[src/rtl/mac_pkg.sv]
// ---------------------------------------------------------------------------
// mac_pkg -- shared constants and types for the MAC batch arbiter.
//
// Contents:
//   BATCH / OPW / RESW  batch length, operand lane width, result width
//   LANES / VECW        operand packing (4 lanes x 16 bits = 64 bits)
//   CNTW / cntT         7-bit batch counters (hold 0..64 without wrapping)
//   arbState            FSM state encoding
//   ownerIdx()          one-hot grant -> client index
// ---------------------------------------------------------------------------
package mac_pkg;

  localparam int BATCH = 64;
  localparam int OPW   = 16;
  localparam int RESW  = 34;
  localparam int LANES = 4;
  localparam int VECW  = LANES * OPW;
  localparam int CNTW  = 7;

  typedef logic [CNTW-1:0] cntT;

  // Index of the last beat of a batch and the "batch complete" count.
  localparam cntT LAST_IDX = cntT'(BATCH - 1);
  localparam cntT FULL_CNT = cntT'(BATCH);

  typedef enum logic [2:0] {
    IDLE,
    GRANT,
    FILL,
    WAIT_RD,
    DRAIN
  } arbState;

  // Client index of a one-hot grant: 2'b10 -> 1, anything else -> 0.
  function automatic logic ownerIdx(input logic [1:0] gnt);
    return gnt[1] & ~gnt[0];
  endfunction

endpackage : mac_pkg

[src/rtl/rr_arb2.sv]
// ---------------------------------------------------------------------------
// rr_arb2 -- combinational 2-way round-robin pick.
//
// Ports:
//   req       in  2  request vector, bit i = client i
//   lastOwner in  1  index of the client served most recently
//   grant     out 2  one-hot winner, 0 when nobody requests
//
// A lone requester always wins; on a tie the client that was NOT served
// last wins, so a client holding req continuously cannot starve the other.
// ---------------------------------------------------------------------------
module rr_arb2 (
  input  logic [1:0] req,
  input  logic       lastOwner,
  output logic [1:0] grant
);

  always_comb begin
    // NOTE: every output of a combinational block gets a default before
    // the case, so no path can leave it unassigned and infer a latch.
    grant = 2'b00;
    unique case (req)
      2'b01:   grant = 2'b01;
      2'b10:   grant = 2'b10;
      2'b11:   grant = lastOwner ? 2'b01 : 2'b10;
      default: grant = 2'b00;
    endcase
  end

endmodule : rr_arb2

[src/rtl/mac_batch_arbiter.sv]
// ---------------------------------------------------------------------------
// mac_batch_arbiter -- shares one MAC accelerator between two clients, one
// 64-operation batch at a time.
//
// A batch: arbitrate (IDLE) -> one setup cycle (GRANT) -> stream 64 operand
// pairs from the owner into the accelerator (FILL) -> wait for the
// accelerator buffer to fill and fire one block-read (WAIT_RD) -> forward 64
// dot products back to the owner (DRAIN) -> IDLE.
//
// Ports:
//   CLK, RST_N               clock, asynchronous active-low reset
//   req[1:0]                 per-client batch request
//   gnt[1:0]                 one-hot batch owner, 0 when idle
//   c0_vectA/B, c1_vectA/B   client operands, 4 x 16-bit lanes
//   c_valid[1:0]             per-client operand valid
//   c_ready[1:0]             per-client operand accept (owner only, FILL only)
//   EN_mac / RDY_mac         accelerator MAC handshake
//   mac_vectA/B              owner operands muxed to the accelerator
//   EN_blockRead             one-cycle block-read start
//   RDY_blockRead            accelerator buffer full / readable
//   VALID_memVal/memVal_data readback beat from the accelerator
//   rsp_valid[1:0]           per-client result valid (owner only, DRAIN only)
//   rsp_data                 result data (always driven)
//   rsp_last                 marks the 64th result of the batch
//   busy                     FSM not in IDLE
//   err                      sticky protocol error
// ---------------------------------------------------------------------------
module mac_batch_arbiter
  import mac_pkg::*;
(
  input  logic            CLK,
  input  logic            RST_N,

  input  logic [1:0]      req,
  output logic [1:0]      gnt,

  input  logic [VECW-1:0] c0_vectA,
  input  logic [VECW-1:0] c0_vectB,
  input  logic [VECW-1:0] c1_vectA,
  input  logic [VECW-1:0] c1_vectB,
  input  logic [1:0]      c_valid,
  output logic [1:0]      c_ready,

  output logic            EN_mac,
  input  logic            RDY_mac,
  output logic [VECW-1:0] mac_vectA,
  output logic [VECW-1:0] mac_vectB,

  output logic            EN_blockRead,
  input  logic            RDY_blockRead,
  input  logic            VALID_memVal,
  input  logic [RESW-1:0] memVal_data,

  output logic [1:0]      rsp_valid,
  output logic [RESW-1:0] rsp_data,
  output logic            rsp_last,

  output logic            busy,
  output logic            err
);

  // -------------------------------------------------------------------------
  // State
  // -------------------------------------------------------------------------
  arbState    stateQ, stateD;
  logic [1:0] gntQ, gntD;
  cntT        fillCntQ, fillCntD;
  cntT        rspCntQ, rspCntD;
  logic       lastOwnerQ, lastOwnerD;
  logic       errQ, errD;

  logic [1:0] pick;
  logic       owner;

  assign owner = ownerIdx(gntQ);

  rr_arb2 u_rr_arb2 (
    .req       (req),
    .lastOwner (lastOwnerQ),
    .grant     (pick)
  );

  // -------------------------------------------------------------------------
  // Datapath: operands and results pass straight through; only the handshake
  // qualifiers depend on the FSM.
  // -------------------------------------------------------------------------
  assign mac_vectA = owner ? c1_vectA : c0_vectA;
  assign mac_vectB = owner ? c1_vectB : c0_vectB;
  assign rsp_data  = memVal_data;

  assign gnt  = gntQ;
  assign busy = (stateQ != IDLE);
  assign err  = errQ;

  // -------------------------------------------------------------------------
  // Next-state and output logic
  // -------------------------------------------------------------------------
  always_comb begin
    stateD       = stateQ;
    gntD         = gntQ;
    fillCntD     = fillCntQ;
    rspCntD      = rspCntQ;
    lastOwnerD   = lastOwnerQ;
    c_ready      = 2'b00;
    EN_mac       = 1'b0;
    EN_blockRead = 1'b0;
    rsp_valid    = 2'b00;
    rsp_last     = 1'b0;

    unique case (stateQ)
      IDLE: begin
        // Requests are only looked at here; once granted, the batch runs to
        // completion regardless of what req does.
        if (|req) begin
          gntD   = pick;
          stateD = GRANT;
        end
      end

      GRANT: begin
        fillCntD = '0;
        rspCntD  = '0;
        stateD   = FILL;
      end

      FILL: begin
        c_ready[owner] = RDY_mac;
        EN_mac         = c_valid[owner] & RDY_mac;
        if (EN_mac) begin
          fillCntD = fillCntQ + cntT'(1);
          // Leaving FILL on the 64th accept is what blocks a 65th transfer.
          if (fillCntQ == LAST_IDX) begin
            stateD = WAIT_RD;
          end
        end
      end

      WAIT_RD: begin
        if (RDY_blockRead) begin
          EN_blockRead = 1'b1;
          stateD       = DRAIN;
        end
      end

      DRAIN: begin
        rsp_valid[owner] = VALID_memVal;
        if (VALID_memVal) begin
          rspCntD = rspCntQ + cntT'(1);
          if (rspCntQ == LAST_IDX) begin
            rsp_last   = 1'b1;
            gntD       = 2'b00;
            lastOwnerD = owner;
            stateD     = IDLE;
          end
        end
      end

      default: begin
        stateD = IDLE;
        gntD   = 2'b00;
      end
    endcase
  end

  // Sticky protocol checks: readback data with no drain in progress, or the
  // accelerator claiming a full buffer before all operands were delivered.
  always_comb begin
    errD = errQ;
    if (VALID_memVal && (stateQ != DRAIN)) begin
      errD = 1'b1;
    end
    if (RDY_blockRead && (stateQ == FILL) && (fillCntQ < FULL_CNT)) begin
      errD = 1'b1;
    end
  end

  // -------------------------------------------------------------------------
  // State register. lastOwner resets to client 1 so client 0 wins the first
  // tie after reset.
  // -------------------------------------------------------------------------
  always_ff @(posedge CLK or negedge RST_N) begin
    if (!RST_N) begin
      stateQ     <= IDLE;
      gntQ       <= 2'b00;
      fillCntQ   <= '0;
      rspCntQ    <= '0;
      lastOwnerQ <= 1'b1;
      errQ       <= 1'b0;
    end else begin
      // NOTE: non-blocking assignments here, so every register samples the
      // pre-edge value of the others regardless of statement order.
      stateQ     <= stateD;
      gntQ       <= gntD;
      fillCntQ   <= fillCntD;
      rspCntQ    <= rspCntD;
      lastOwnerQ <= lastOwnerD;
      errQ       <= errD;
    end
  end

endmodule : mac_batch_arbiter

[config.mk]
export PLATFORM = sky130hd
export DESIGN_NAME = mac_batch_arbiter
export DESIGN_NICKNAME = d
export VERILOG_FILES = /design/src/rtl/mac_pkg.sv /design/src/rtl/rr_arb2.sv /design/src/rtl/mac_batch_arbiter.sv
export SDC_FILE = /design/constraint.sdc
export NUM_CORES = 1
export LEC_CHECK = 0
export CAP_MARGIN = 20
export CORE_AREA = 2 2 184 186
export DETAILED_ROUTE_END_ITERATION = 8
export DIE_AREA = 0 0 186 188
export RECOVER_POWER = 25
export SYNTH_ARGS = -nofsm -noshare
export SYNTH_HDL_FRONTEND = slang
export SYNTH_SLANG_ARGS = --single-unit
[constraint.sdc]
create_clock -name CLK -period 2.7 [get_ports CLK]
set_input_delay 0.54 -clock CLK [delete_from_list [all_inputs] [get_ports CLK]]
set_output_delay 0.54 -clock CLK [all_outputs]
set_load 0.05 [all_outputs]
After elaboration in Yosys (flattened, before gate mapping). Cells that the tools add are included.

Logic and storage cells: 82. Register bits: 21. Memory bits (writable): 0. Output and inout bits: 173. Memory bits (read-only): 0. Input port bits: 299. Bits in latches: 0. Memories kept: 0.

Muxes and demuxes: 33. Add/subtract/negate cells: 2. Multiply operators: 0. Divide/modulo/power cells: 0. Shift-type cells: 0. Bitwise logic cells: 6. Reduce and logical (&&, ||, !) cells: 16. $lt $le $gt $ge: 3. Equal/unequal tests: 16.

Operators by type and width (number): $mux 64 (2); $pmux 7 s2 (2); $mux 3 (6); $pmux 3 s5 (1); $add 7x1->7 const B (2); $eq 7x6->1 const B (2); $mux 7 (2); $mux 2 (6); $ne 2x2->1 const B (6); $pmux 2 s3 (2); $mux 1 (11); $lt 7x7->1 const B (1); $eq 3x2->1 const B (2); $reduce_and 6->1 (1); $reduce_bool 2->1 (3); $and 2x2->2 (2); $eq 2x2->1 const B (2); $logic_and 1x1->1 (4); $reduce_and 2->1 (2); $reduce_and 4->1 (1); $eq 3x1->1 const B (1); $eq 3x3->1 const B (1); $logic_not 3->1 (1); $ne 3x3->1 const B (1); other kinds (10) (12).

Longest topological paths before layout.
Depth in word-level cells: 8. Depth in mapped cells: 6. Mapped depth without buffers: 5.

Cells and area by module. Synthesis repeated with hierarchy kept, for this count alone.

Cells, all modules: 589. Area, all modules: 3062.9 um^2.

Modules (own cells, without submodules): mac_batch_arbiter (cells each 586, times used 1, seq. area each 526.8 um^2, area an instance 3044.2 um^2); rr_arb2 (cells each 3, times used 1, seq. area each 0.0 um^2, area an instance 18.8 um^2).

Least setup slack after synthesis. OpenSTA, ideal clock, no wires.

Path kind: reg2out. Start: register rspCntQ[0]. End: output port rsp_last. Cell stages (with the launch flop): 5. Arrival: 2070 ps. Required time: 2160 ps. Path buffers: 0. Slack: 90 ps. Cells stage by stage: dfrtp_1 -> ha_1 -> and3_1 -> nand4_1 -> nor3_1.

Cells in the longest elaborated chain, start to end: 4.

Ends and longest elaborated chain: from (decl) (line mac_batch_arbiter.sv:68) `cntT rspCntQ, rspCntD;`; from (signal assigned) (line mac_batch_arbiter.sv:195) `rspCntQ <= rspCntD;`; $eq 7x6->1 (line mac_batch_arbiter.sv:149) `if (rspCntQ == LAST_IDX) begin`; $mux 1 (line mac_batch_arbiter.sv:149); $mux 1 (line mac_batch_arbiter.sv:147) `if (VALID_memVal) begin`; $mux 1 (line mac_batch_arbiter.sv:110) `unique case (stateQ)`; to (decl) (line mac_batch_arbiter.sv:56) `output logic rsp_last,`.

Every way passes these cells.

Worst setup path in the final report.
Start: register stateQ[0]. End: output port busy.

Cells in the longest elaborated chain, start to end: 1.

Ends and longest elaborated chain: from (decl) (line mac_batch_arbiter.sv:65) `arbState stateQ, stateD;`; from (signal assigned) (line mac_batch_arbiter.sv:192) `stateQ <= stateD;`; $reduce_bool 3->1 (line mac_batch_arbiter.sv:92) `assign busy = (stateQ != IDLE);`; to (decl) (line mac_batch_arbiter.sv:58) `output logic busy,`.

Every way passes these cells.

==> flow_summary.html <==
<table>
<tr><th>Metric</th><th>Value</th></tr>
<tr><th colspan="2">Synth</th></tr>
<tr><td>Number of warnings issued by yosys</td><td>0</td></tr>
<tr><td>Complex-gate fraction of the synthesized area</td><td>5.34%</td></tr>
<tr><td>Mapped Cells</td><td>570</td></tr>
<tr><td>Mux share of post-synthesis cell area</td><td>around 2.9%</td></tr>
<tr><td>Post-synthesis adder-cell area fraction</td><td>less than 1%</td></tr>
<tr><td>Top area cells in the synthesized netlist</td><td>sky130_fd_sc_hd__nand2_1 50%, sky130_fd_sc_hd__dfrtp_1 17%, sky130_fd_sc_hd__buf_4 8.6%</td></tr>
<tr><td>Post-Synthesis Net Count</td><td>871</td></tr>
<tr><td>Fraction of the yosys area taken by sequential cells</td><td>between 10% and 20%</td></tr>
<tr><td>Xor/xnor cell area share of the yosys netlist</td><td>0.588%</td></tr>
<tr><td>Simple-gate share of the synthesized area</td><td>about three fifths</td></tr>
<tr><td>Syn avg cell area</td><td>around 5.2 um^2</td></tr>
<tr><td>Area share of the largest cell type after synthesis</td><td>between 40% and 50%</td></tr>
<tr><td>Library cells used by synthesis</td><td>41</td></tr>
<tr><td>Syn Std Cell Area</td><td>~0.0030 mm^2</td></tr>
<tr><td>Top cell type by total area after synthesis</td><td>sky130_fd_sc_hd__nand2_1</td></tr>
<tr><td>Dominant combinational cell family by area after synthesis</td><td>simple AND/OR/NAND/NOR gates</td></tr>
<tr><td>Register bit count reported by yosys</td><td>21</td></tr>
<tr><th colspan="2">Final layout</th></tr>
<tr><td>Most common cell after layout, fill and taps aside</td><td>sky130_fd_sc_hd__nand2_1</td></tr>
<tr><td>Commonest cells after routing, fill and taps aside</td><td>395 x sky130_fd_sc_hd__nand2_1, 267 x sky130_fd_sc_hd__clkdlybuf4s50_1, 137 x sky130_fd_sc_hd__buf_12</td></tr>
<tr><td>Fin cells</td><td>1366</td></tr>
<tr><td>Share of layout cells above drive strength 1</td><td>17.1%</td></tr>
<tr><td>Antenna fix cells</td><td>0</td></tr>
<tr><td>Net total in the final layout</td><td>~1200</td></tr>
<tr><td>P&amp;R area growth vs syn</td><td>193%</td></tr>
<tr><th colspan="2">Floorplanning</th></tr>
<tr><td>Horizontal die dimension</td><td>approximately 190 um</td></tr>
<tr><td>Core area</td><td>around 0.033 mm^2</td></tr>
<tr><td>Initial core utilization</td><td>about 9%</td></tr>
<tr><td>Die height</td><td>~190 um</td></tr>
<tr><td>Standard-cell row count</td><td>67</td></tr>
<tr><td>Number of top-level pins</td><td>~470</td></tr>
<tr><td>Die Area</td><td>around 0.035 mm^2</td></tr>
<tr><th colspan="2">Clock tree</th></tr>
<tr><td>Number of resized instances in the post-cts repair step</td><td>0</td></tr>
<tr><td>Clock slew at reported path FFs</td><td>~60 ps</td></tr>
<tr><td>Maximum level of the CTS H-tree</td><td>1</td></tr>
<tr><td>Buffer count from post-CTS setup fixing</td><td>0</td></tr>
<tr><td>Clock latency of the later-clocked register in the worst-skew pair</td><td>about 250 ps</td></tr>
<tr><td>Number of buffers created by CTS</td><td>3</td></tr>
<tr><td>Count of hold buffers inserted by post-cts repair</td><td>0</td></tr>
<tr><td>Sinks on the clock net</td><td>21</td></tr>
<tr><td>Max Buffers Root-to-Sink</td><td>2</td></tr>
<tr><td>Root buffer selected by CTS</td><td>sky130_fd_sc_hd__clkbuf_16</td></tr>
<tr><td>TritonCTS clock tree</td><td>done</td></tr>
<tr><th colspan="2">Worst setup path</th></tr>
<tr><td>Register-to-Register Path Depth</td><td>5</td></tr>
<tr><td>Arrival time at the worst endpoint</td><td>~2000 ps</td></tr>
<tr><td>Startpoint type of the worst setup path</td><td>flop</td></tr>
<tr><td>Delay of the slowest cell on the worst path</td><td>730 ps</td></tr>
<tr><td>Startpoint of the most critical register-to-register path</td><td>stateQ[2]</td></tr>
<tr><td>WP buf/inv</td><td>1</td></tr>
<tr><td>Endpoint type of the worst setup path</td><td>output port</td></tr>
<tr><td>Reg-to-reg setup timing slack</td><td>around 920 ps</td></tr>
<tr><td>Worst Path Required</td><td>2160 ps</td></tr>
<tr><td>Family with the most delay on the worst path</td><td>buffers and inverters</td></tr>
<tr><td>Crit path cell chain</td><td>or3_1 &gt; clkdlybuf4s50_1</td></tr>
<tr><td>Critical path fanouts, max</td><td>11</td></tr>
<tr><td>Capture instance of the worst register-to-register path</td><td>fillCntQ[5]</td></tr>
<tr><td>Crit path kind</td><td>flop to output port</td></tr>
<tr><td>CP max stage cell</td><td>sky130_fd_sc_hd__clkdlybuf4s50_1</td></tr>
<tr><th colspan="2">Worst hold path</th></tr>
<tr><td>Endpoint, Worst Hold</td><td>err</td></tr>
<tr><td>Worst min-delay path category</td><td>flop to flop</td></tr>
<tr><td>Worst min-delay path startpoint</td><td>err</td></tr>
<tr><td>Min-Delay Path Depth</td><td>1</td></tr>
<tr><th colspan="2">STA</th></tr>
<tr><td>Relative slew margins</td><td>23.6%</td></tr>
<tr><td>Share of the clock period used by the worst path</td><td>between 90 and 100%</td></tr>
<tr><td>Maximum achievable frequency</td><td>between 0.4 and 0.5 GHz</td></tr>
<tr><td>Max-slew violation count</td><td>0</td></tr>
<tr><td>Worst hold slack after final layout</td><td>between 400 and 500 ps</td></tr>
<tr><td>Count of final hold-check violations</td><td>0</td></tr>
<tr><td>Post-route clock skew</td><td>about 6 ps</td></tr>
<tr><td>Unrepaired setup endpoints after global routing</td><td>false</td></tr>
<tr><td>Total negative slack for setup checks</td><td>0 ps</td></tr>
<tr><td>Shortest clock period the worst path allows after layout</td><td>around 2500 ps</td></tr>
<tr><td>Setup Viol. Count Final</td><td>0</td></tr>
<tr><td>Transition time of the tightest slew-check pin</td><td>1150 ps</td></tr>
<tr><th colspan="2">Power and ir drop</th></tr>
<tr><td>P_leak</td><td>3.98 nW</td></tr>
<tr><td>Maximum VDD drop</td><td>approximately 0.66 mV</td></tr>
<tr><td>Power density relative to cell area</td><td>1270 mW/mm^2</td></tr>
<tr><th colspan="2">Drt</th></tr>
<tr><td>Final routed DRC violation total</td><td>0</td></tr>
<tr><td>DRT Pass-1 Iters</td><td>4</td></tr>
<tr><td>Detailed router's first-iteration violation count</td><td>197</td></tr>
<tr><td>Routed length per placed instance</td><td>12.4 um</td></tr>
<tr><td>Mean number of vias per cell</td><td>about 3.5</td></tr>
<tr><td>Via count</td><td>4756</td></tr>
<tr><td>Number of routed nets with antenna violations</td><td>0</td></tr>
<tr><td>Overall routed net length</td><td>roughly 17000 um</td></tr>
<tr><th colspan="2">Placement</th></tr>
<tr><td>Final RePlAce weighted congestion</td><td>around 0.78</td></tr>
<tr><td>Number of port buffers</td><td>roughly 400</td></tr>
<tr><td>Placed insts</td><td>about 1400</td></tr>
<tr><td>Detailed Place HPWL</td><td>roughly 15000 um</td></tr>
<tr><th colspan="2">Global route</th></tr>
<tr><td>Largest net degree at the start of global routing</td><td>roughly 70</td></tr>
<tr><td>Sum of overflow across all layers after global routing</td><td>0</td></tr>
<tr><td>Global-route wire length before repair</td><td>between 20000 and 25000 um</td></tr>
<tr><td>Global router's overall resource usage</td><td>about 8.8%</td></tr>
<tr><td>Via count of the first global-routing pass</td><td>around 4600</td></tr>
<tr><td>Antenna violations before repair</td><td>0</td></tr>
<tr><th colspan="2">Status</th></tr>
<tr><td>Result of the run</td><td>completed</td></tr>
<tr><th colspan="2">Run</th></tr>
<tr><td>Count of max-cap constraint violations</td><td>0</td></tr>
</table>
[cell type report]
type / instances / area, um^2
Clock buffer: 3 / 75.1
Clock inverter: 1 / 7.51
Fill cell: 3556 / 24400
Inverter: 6 / 22.5
Multi-Input combinational cell: 475 / 2050
Sequential cell: 21 / 527
Tap cell: 448 / 561
Timing Repair Buffer: 412 / 5470
[cell usage after synthesis (all sizes together)]
library cell / count
mux2: 1
o21ai: 5
dfstp: 1
o22ai: 2
o31ai: 2
a211oi: 1
or4: 1
a31oi: 2
o211ai: 2
a31o: 1
nor3: 4
nand2b: 3
or3b: 1
nand4bb: 1
nand3: 8
nand2: 395
inv: 6
xnor2: 1
nor3b: 3
or2: 2
xor2: 1
nand3b: 1
nand4: 2
buf: 39
nor2: 12
and3: 1
ha: 2
dfrtp: 20
a21oi: 6
clkbuf: 29
o21bai: 1
o21a: 2
nand4b: 1
mux2i: 7
or3: 3
a41o: 1
[logic make-up (layout without fill, tap and decap cells)]
logic type                 after synthesis  in the layout
AOI/OAI and AO/OA                       25             25
xor gates and xnor gates                 2              2
adders and majority gates                2              2
buffers and inverters                   74            422
DFF                                     21             21
muxes                                    8              8
and+or+nand+nor                        438            438
[how the worst max path moves through the flow]
stage / from / end / slack [ps] / depth (start not counted)
floorplan: rspCntQ[0] / rsp_last / 90 / 4
finish: stateQ[0] / busy / 210 / 2
global placement: VALID_memVal / rsp_last / 290 / 5
global route: VALID_memVal / rsp_last / 140 / 5
detailed placement: VALID_memVal / rsp_last / 270 / 5
CTS: stateQ[0] / busy / 210 / 2
[worst reg2reg max path: stages, from the launching register on]
cell and delay, ps:
sky130_fd_sc_hd__dfrtp_1 370, sky130_fd_sc_hd__buf_4 190, sky130_fd_sc_hd__nand4bb_4 290, sky130_fd_sc_hd__or2_1 300, sky130_fd_sc_hd__or4_1 410, sky130_fd_sc_hd__a21oi_1 160
[layer usage]
metal	track usage [%]	up-vias	wire length, um
li1	-	2417	-
met1	8.46	2014	5630
met2	17.7	307	9000
met3	2.74	18	1990
met4	1.70	0	281
met5	0	-	0
[sequential cells by signal, summed over array words and instances (netlist names)]
name	flops
stateQ	3
lastOwnerQ	1
err	1
rspCntQ	7
gnt	2
fillCntQ	7
[report_power, final]
group	switching, mW	internal, mW
clock	0.114	0.200
combinational	5.79	4.44
sequential	0.119	0.424
[stage by stage]
stage	area (um^2)	total power [mW]	setup WS, ps	utilization (%)
finish	8710	11.1	212	26.3
global route	8710	11.6	140	26.3
CTS	8720	11.2	208	26.3
detailed placement	8640	10.9	274	26.1
global placement	8640	10.9	289	26.1
floorplan	2980	5.73	89.8	-
Note: power is estimated with default switching activity, not from simulation.
